## config.mk

```make
export PLATFORM = sky130hd
export DESIGN_NAME = instruction_fetch_unit
export DESIGN_NICKNAME = d
export VERILOG_FILES = /design/src/rtl/instruction_fetch_unit.sv
export SDC_FILE = /design/constraint.sdc
export NUM_CORES = 1
export LEC_CHECK = 0
export ABC_AREA = 1
export BUFFER_PORTS_ARGS = -buffer_cell sky130_fd_sc_hd__buf_2
export CAP_MARGIN = 20
export CORE_MARGIN = 8
export CORE_UTILIZATION = 58
export CTS_BUF_LIST = sky130_fd_sc_hd__clkbuf_8
export CTS_CLUSTER_SIZE = 20
export DETAILED_ROUTE_END_ITERATION = 10
export PLACE_DENSITY = 0.88
export SLEW_MARGIN = 25
export SYNTH_ARGS = -nofsm -noshare
export SYNTH_HDL_FRONTEND = slang
export SYNTH_SLANG_ARGS = --single-unit
```

## constraint.sdc

```tcl
create_clock -name clk -period 2.4 [get_ports clk]
set_clock_uncertainty 0.2 [all_clocks]
set_input_delay 0.12 -clock clk [delete_from_list [all_inputs] [get_ports clk]]
set_output_delay 0.12 -clock clk [all_outputs]
set_load 0.01 [all_outputs]
```

## src/rtl/instruction_fetch_unit.sv

```systemverilog
// instruction_fetch_unit: four-state fetch sequencer (IDLE -> REQ -> WAIT -> LOAD).
// Issues a one-cycle read strobe at the current pc, waits for the memory to
// answer, and hands the word to the instruction register with a one-cycle
// load pulse. Branches redirect the pc immediately in IDLE/LOAD. In REQ/WAIT
// they are parked until the outstanding read retires, and that read's data
// is then dropped.
// Optional feature: define FETCH_TIMEOUT_EN to abandon a fetch after
// TIMEOUT_CYCLES silent WAIT cycles (fetch_error pulses for one cycle).
module instruction_fetch_unit #(
  parameter logic [15:0] RESET_PC       = 16'h0000,
  parameter logic [7:0]  TIMEOUT_CYCLES = 8'd255
) (
  input  logic        clk,
  input  logic        reset,
  input  logic        fetch_req,
  input  logic        stall,
  input  logic        branch_taken,
  input  logic [15:0] branch_target,
  output logic [15:0] mem_addr,
  output logic        mem_rd_en,
  input  logic        mem_rd_valid,
  input  logic [15:0] mem_rd_data,
  output logic [15:0] instr_out,
  output logic        ir_load_enable,
  output logic [15:0] pc_out,
  output logic        fetch_busy,
  output logic        fetch_error
);

  typedef enum logic [1:0] {IDLE, REQ, WAIT, LOAD} state_t;

  state_t      state_reg, state_next;
  logic [15:0] pc_reg, pc_next;
  logic [15:0] instr_reg, instr_next;
  logic        pend_reg, pend_next;
  logic [15:0] tgt_reg, tgt_next;
  logic        mem_rd_en_reg;
  logic        ir_load_reg;
  logic        busy_reg;

`ifdef FETCH_TIMEOUT_EN
  logic [7:0]  cnt_reg, cnt_next;
  logic        err_reg, err_next;
`else
  // The timeout limit has no meaning without the counter.
  logic        unused_timeout_param;
  assign unused_timeout_param = ^TIMEOUT_CYCLES;
`endif

  // Next-state and datapath decisions; every target defaults to holding.
  always_comb begin
    state_next = state_reg;
    pc_next    = pc_reg;
    instr_next = instr_reg;
    pend_next  = pend_reg;
    tgt_next   = tgt_reg;
`ifdef FETCH_TIMEOUT_EN
    cnt_next   = 8'd0;
    err_next   = 1'b0;
`endif
    case (state_reg)
      IDLE: begin
        // A branch wins over a fetch request in the same cycle.
        if (branch_taken) begin
          pc_next = branch_target;
        end else if (fetch_req && !stall) begin
          state_next = REQ;
        end
      end
      REQ: begin
        if (branch_taken) begin
          pend_next = 1'b1;
          tgt_next  = branch_target;
        end
        state_next = WAIT;
      end
      WAIT: begin
        if (mem_rd_valid) begin
          // A branch arriving with the data is treated like a parked one,
          // so the redirect is never lost.
          if (pend_reg || branch_taken) begin
            pc_next    = branch_taken ? branch_target : tgt_reg;
            pend_next  = 1'b0;
            state_next = IDLE;
          end else begin
            instr_next = mem_rd_data;
            state_next = LOAD;
          end
        end else begin
          if (branch_taken) begin
            pend_next = 1'b1;
            tgt_next  = branch_target;
          end
`ifdef FETCH_TIMEOUT_EN
          // Give up on the read; pc stays put so it can be re-fetched.
          if (cnt_reg == TIMEOUT_CYCLES - 8'd1) begin
            err_next   = 1'b1;
            pend_next  = 1'b0;
            state_next = IDLE;
          end else begin
            cnt_next = cnt_reg + 8'd1;
          end
`endif
        end
      end
      LOAD: begin
        // 16-bit add wraps FFFF to 0000 naturally.
        pc_next    = branch_taken ? branch_target : pc_reg + 16'd1;
        state_next = IDLE;
      end
      default: state_next = IDLE;
    endcase
  end

  // State, datapath and registered outputs derived from the next state.
  always_ff @(posedge clk or posedge reset) begin
    if (reset) begin
      state_reg     <= IDLE;
      pc_reg        <= RESET_PC;
      instr_reg     <= 16'h0000;
      pend_reg      <= 1'b0;
      tgt_reg       <= 16'h0000;
      mem_rd_en_reg <= 1'b0;
      ir_load_reg   <= 1'b0;
      busy_reg      <= 1'b0;
    end else begin
      state_reg     <= state_next;
      pc_reg        <= pc_next;
      instr_reg     <= instr_next;
      pend_reg      <= pend_next;
      tgt_reg       <= tgt_next;
      mem_rd_en_reg <= (state_next == REQ);
      ir_load_reg   <= (state_next == LOAD);
      busy_reg      <= (state_next != IDLE);
    end
  end

`ifdef FETCH_TIMEOUT_EN
  // Silent-WAIT counter and the one-cycle error pulse.
  always_ff @(posedge clk or posedge reset) begin
    if (reset) begin
      cnt_reg <= 8'd0;
      err_reg <= 1'b0;
    end else begin
      cnt_reg <= cnt_next;
      err_reg <= err_next;
    end
  end
  assign fetch_error = err_reg;
`else
  assign fetch_error = 1'b0;
`endif

  // pc only changes outside REQ, so mem_addr can follow it directly.
  assign mem_addr       = pc_reg;
  assign pc_out         = pc_reg;
  assign mem_rd_en      = mem_rd_en_reg;
  assign instr_out      = instr_reg;
  assign ir_load_enable = ir_load_reg;
  assign fetch_busy     = busy_reg;

endmodule

```

* Word-level counts from Yosys, hierarchy flattened
Index checks and enable logic that the tools add are counted.
Word-level totals: memories kept 0, ROM bits 0, input port bits 38, memory bits (writable) 0, bits in latches 0, output and inout bits 52, flip-flop bits (word level) 54
Cells by class: div/mod/pow operators 0, bitwise logic cells 1, reduce and logical (&&, ||, !) cells 11, equal/unequal tests 10, $lt $le $gt $ge 0, shifts and indexed selects 0, $mul 0, mux-type cells 17, $add $sub $neg 1
Operators by type and width (number):
- 16-bit 2-to-1 mux | 6
- 16-bit one-hot mux with 3 select lines | 1
- 16-bit one-hot mux with 2 select lines | 1
- 16-bit by 1-bit adder with 16-bit output, second input constant | 1
- 2-bit 2-to-1 mux | 4
- 2-bit inequality test, second input constant | 4
- 2-bit one-hot mux with 4 select lines | 1
- 2-bit == test, second input constant | 3
- 2-bit by 1-bit == test with 1-bit output, second input constant | 2
- 2-bit AND reduction | 2
- 4-bit AND reduction | 1
- 2-bit nonzero test | 2
- 1-bit 2-to-1 mux | 3
- 3-bit inequality test, second input constant | 1
- 3-bit AND reduction | 1
- 3-bit nonzero test | 1
- 2-bit zero test | 1
- 1-bit one-hot mux with 2 select lines | 1
- 1-bit logical AND | 1
- 1-bit zero test | 1
- 1-bit logical OR | 1
- 1-bit inverter | 1

* Logic depth before layout (Yosys ltp)
depth in word-level cells 6, gate-level depth with buffers 10, gate-level depth less buffers 10

* Least setup slack after synthesis
OpenSTA, ideal clock, no wires.
path kind register to register, start register pc_reg[0], in the netlist mem_addr[0], end register pc_reg[10], in the netlist mem_addr[10], slack 0.738 ns, data required time 2.079 ns, cell stages (with the launch flop) 11, path buffers 0, data arrival time 1.341 ns, cells stage by stage dfrtp_1 ha_1 nand3_1 inv_1 nand2_1 nor2_1 nand2_1 nand3_1 nand2_1 nand2_1 a21oi_1
On the way: word-level cells in the longest chain between the ends 3
RTL lines:
- start: declaration | line 33 | logic [15:0] pc_reg, pc_next;
- start signal: assignment | line 128 | pc_reg <= pc_next;
- 16-bit by 1-bit adder with 16-bit output | line 108 | pc_next = branch_taken ? branch_target : pc_reg + 16'd1;
- 16-bit 2-to-1 mux | line 108
- 16-bit one-hot mux with 3 select lines | line 61 | case (state_reg)
No other way between the ends. A chain may end at the register's enable or synchronous reset.

* Worst setup path after layout
start register state_reg[1], end register pc_reg[13], in the netlist mem_addr[13]
On the way: word-level cells in the longest chain between the ends 3, elaborated cells on any way between the ends 9
RTL lines:
- start: declaration | line 32 | state_t state_reg, state_next;
- start signal: assignment | line 127 | state_reg <= state_next;
- 2-bit == test or 2-bit zero test (tied branches) | line 61
- 2-bit inequality test (no source line) or 3-bit nonzero test (tied branches)
- 4-bit AND reduction (no source line)
Several ways; a longest one is shown, not always the timed one.

==> impl_results.md <==
- Via count: 3242
- Psw: 2.087 mW
- Fraction of layout cells with a size suffix above 1: 21.11%
- Critical path's largest stage delay: 430 ps
- Clock share of power: 13.9%
- Fin cells: 611
- Commonest non-fill, non-tap cell in the layout: nand2_1
- Global-route usage over all layers: 23.93%
- Cell leakage power: 2.110 nW
- Worst path cell trace: inv_4 > nor2_4 > a21oi_4 > nand3_2 > inv_2 > nor2_1 > a21oi_1
- 1st-iter DRT viols: 227
- Slew HR: 64.50%
- Area post-placement: 3472 sq um
- First-pass GRT wire length: 14.81 mm
- Combinational share of power: 48.7%
- YS warnings: 0
- Worst setup SP type: flip-flop
- Post-route cell area: 3918 sq um
- Top delay family on crit path: buffers and inverters
- Largest net degree at the start of global routing: 24
- Root buf cell: clkbuf_8
- CTS Sinks: 54
- Netlist cell types: 32
- Total gr overflow: 0
- Worst-path clk slew: 100 ps
- Mapped Cells: 438
- VDD IR max: 0.0006325 V
- Hold WS: 20.37 ps
- Placed instance count: 569
- Syn Nets: 477
- I/O Pins: 90
- Post-synth ARST share: 100.0%
- Worst endpoint required time: 2440 ps
- Residual DRC: 0
- Die H: 89.32 um
- Drt first pass iters: 5
- Yosys reg bits: 54
- Final core utilization: 76.22%
- Hpwl dp: 6.065 mm
- Pint: 2.464 mW
- Worst flop-to-flop path startpoint: state_reg[1]$_DFF_PP0_
- Initial Utilization: 60.66%
- Critical Path End Type: flip-flop
- Endpoints failing hold: 0
- RSZ-0062 raised after global routing: false
- Setup_tns: 0 ps
- Fmax achieved: 485.4 MHz
- Syn_area_per_cell: 7.119 sq um
- Final worst-path cycle share: 85.83%
- CP Class: reg2reg
- Core ar.: 5140 sq um
- Routed WL: 9.252 mm
- PortBufs: 88
- CP Buf/Inv Count: 2
- EDFF count, synth: 0
- Worst-Margin Slew: 532.0 ps
- Max Cap Viol: 0
- Critical-path top delay cell: dfrtp_1
- Power Density: 1162 nW/um^2
- FILL cells: 389
- Vias in the first global route: 3136
- DIE AREA: 7978 sq um
- Post-Syn Area: 3118 sq um
- Post-DRT Antenna Nets: 0
- Fin nets: 578
- Area grow syn2layout: 25.64%
- Fin crit period: 2060 ps
- Post-CTS Setup Inserts: 0
- Status: complete, no violations
- Initial antenna violation count: 1
- Hold Crit Start: branch_target[8]
- Sequential power share: 37.4%
- # setup viols final: 0
- CTS resizes: 0
- Most frequent cells in the layout: nand2_1, buf_2, dfrtp_1, nor2_1, o21ai_0
- Sequential-to-total area share from yosys stat: 43.34%
- Worst setup startpoint: state_reg[1]$_DFF_PP0_
- Ys flop type: dfrtp_1
- Hold_buf cts: 33
- Worst Path Max Fanout: 22
- CTS H-tree lvls: 2
- Die width: 89.32 um
- Num rows: 26
- Drt wl/cell: 15.14 um
- Clock buffer depth: 2
- Final Wtd Congestion: 0.8750
- Max-slew violation count: 0
- Vias per cell: 5.306
- Clk_lat worst skew: 320 ps
- CTS tree: done
- Switching part of the total: 45.85%
- Hold Crit Class: in2reg
- CTS Buf Count: 5
- Critical Path AT: 2100 ps
Yosys cell counts (2+ instances only):
library cell	number	share of area, %
a21oi_1	13	2.1
nand3_1	12	1.9
a21boi_0	4	0.96
a211oi_2	2	0.80
dfrtp_1	54	43
buf_4	20	4.8
a41oi_1	2	0.56
nor2_1	44	5.3
a31oi_1	5	1.0
o21bai_1	2	0.48
inv_2	3	0.36
clkbuf_1	4	0.48
nand4_1	3	0.60
o21ai_1	2	0.32
a22oi_1	2	0.48
nand2_1	179	22
inv_1	32	3.9
buf_2	7	1.1
xnor2_1	2	0.56
o21ai_0	34	5.5
metal layers:
metal	part of all wire [%]	up-vias	global-route usage (%)
li1	-	1569	-
met1	41	1460	28.42
met2	47	188	39.60
met3	9.8	25	6.618
met4	2.3	0	10.27
met5	0	-	0
through the flow:
stage,power [mW],setup WS [ps]
final,4.551,340.1
after global routing,4.926,130.6
after CTS,4.505,371.0
after detailed placement,3.824,409.3
after global placement,3.731,480.1
after floorplan,3.264,737.7
cell type report:
cell class	count	area (sq um)	share of cell area, %
Multi-Input combinational cell	316	1418	36.19
Sequential cell	54	1351	34.49
Timing Repair Buffer	126	808.3	20.63
Inverter	36	137.6	3.513
Tap cell	70	87.58	2.236
Clock buffer	5	68.82	1.757
Clock inverter	3	43.79	1.118
Antenna cell	1	2.502	0.06388
power by group through the flow:
stage / combinational (mW) / clock, mW / sequential, mW
after floorplan: 1.51 / 0 / 1.76
after global placement: 2.05 / 0 / 1.68
after detailed placement: 2.13 / 0 / 1.69
after CTS: 2.19 / 0.635 / 1.68
after global routing: 2.50 / 0.672 / 1.76
final: 2.22 / 0.631 / 1.70
cell families after synthesis:
kind of cell,synth area share (%)
other cells,0.1203
compound gates,12.68
buf+inv,11.20
flops,43.34
xor+xnor,0.5619
fa+ha+maj,0.4012
simple gates,31.70
worst paths after layout:
path | endpoint | depth (start not counted) | slack [ps]
setup / recovery | mem_addr[13]$_DFFE_PP0P_ | 7 | 340
hold / removal | mem_addr[8]$_DFFE_PP0P_ | 5 | 20
hold reg to reg | instr_out[5]$_DFFE_PP0P_ | 2 | 280
min in group asynchronous | instr_out[6]$_DFFE_PP0P_ | 3 | 120
setup reg to reg | mem_addr[13]$_DFFE_PP0P_ | 7 | 340
max in group asynchronous | mem_addr[0]$_DFFE_PP0P_ | 4 | 1250
worst min-delay path: cells and delay by family:
family                 cells  cell delay [ps]
and+or+nand+nor            2              140
AOI/OAI and AO/OA          2              130
buffers and inverters      1              110
No activity file was read; power rests on OpenSTA's default activity.
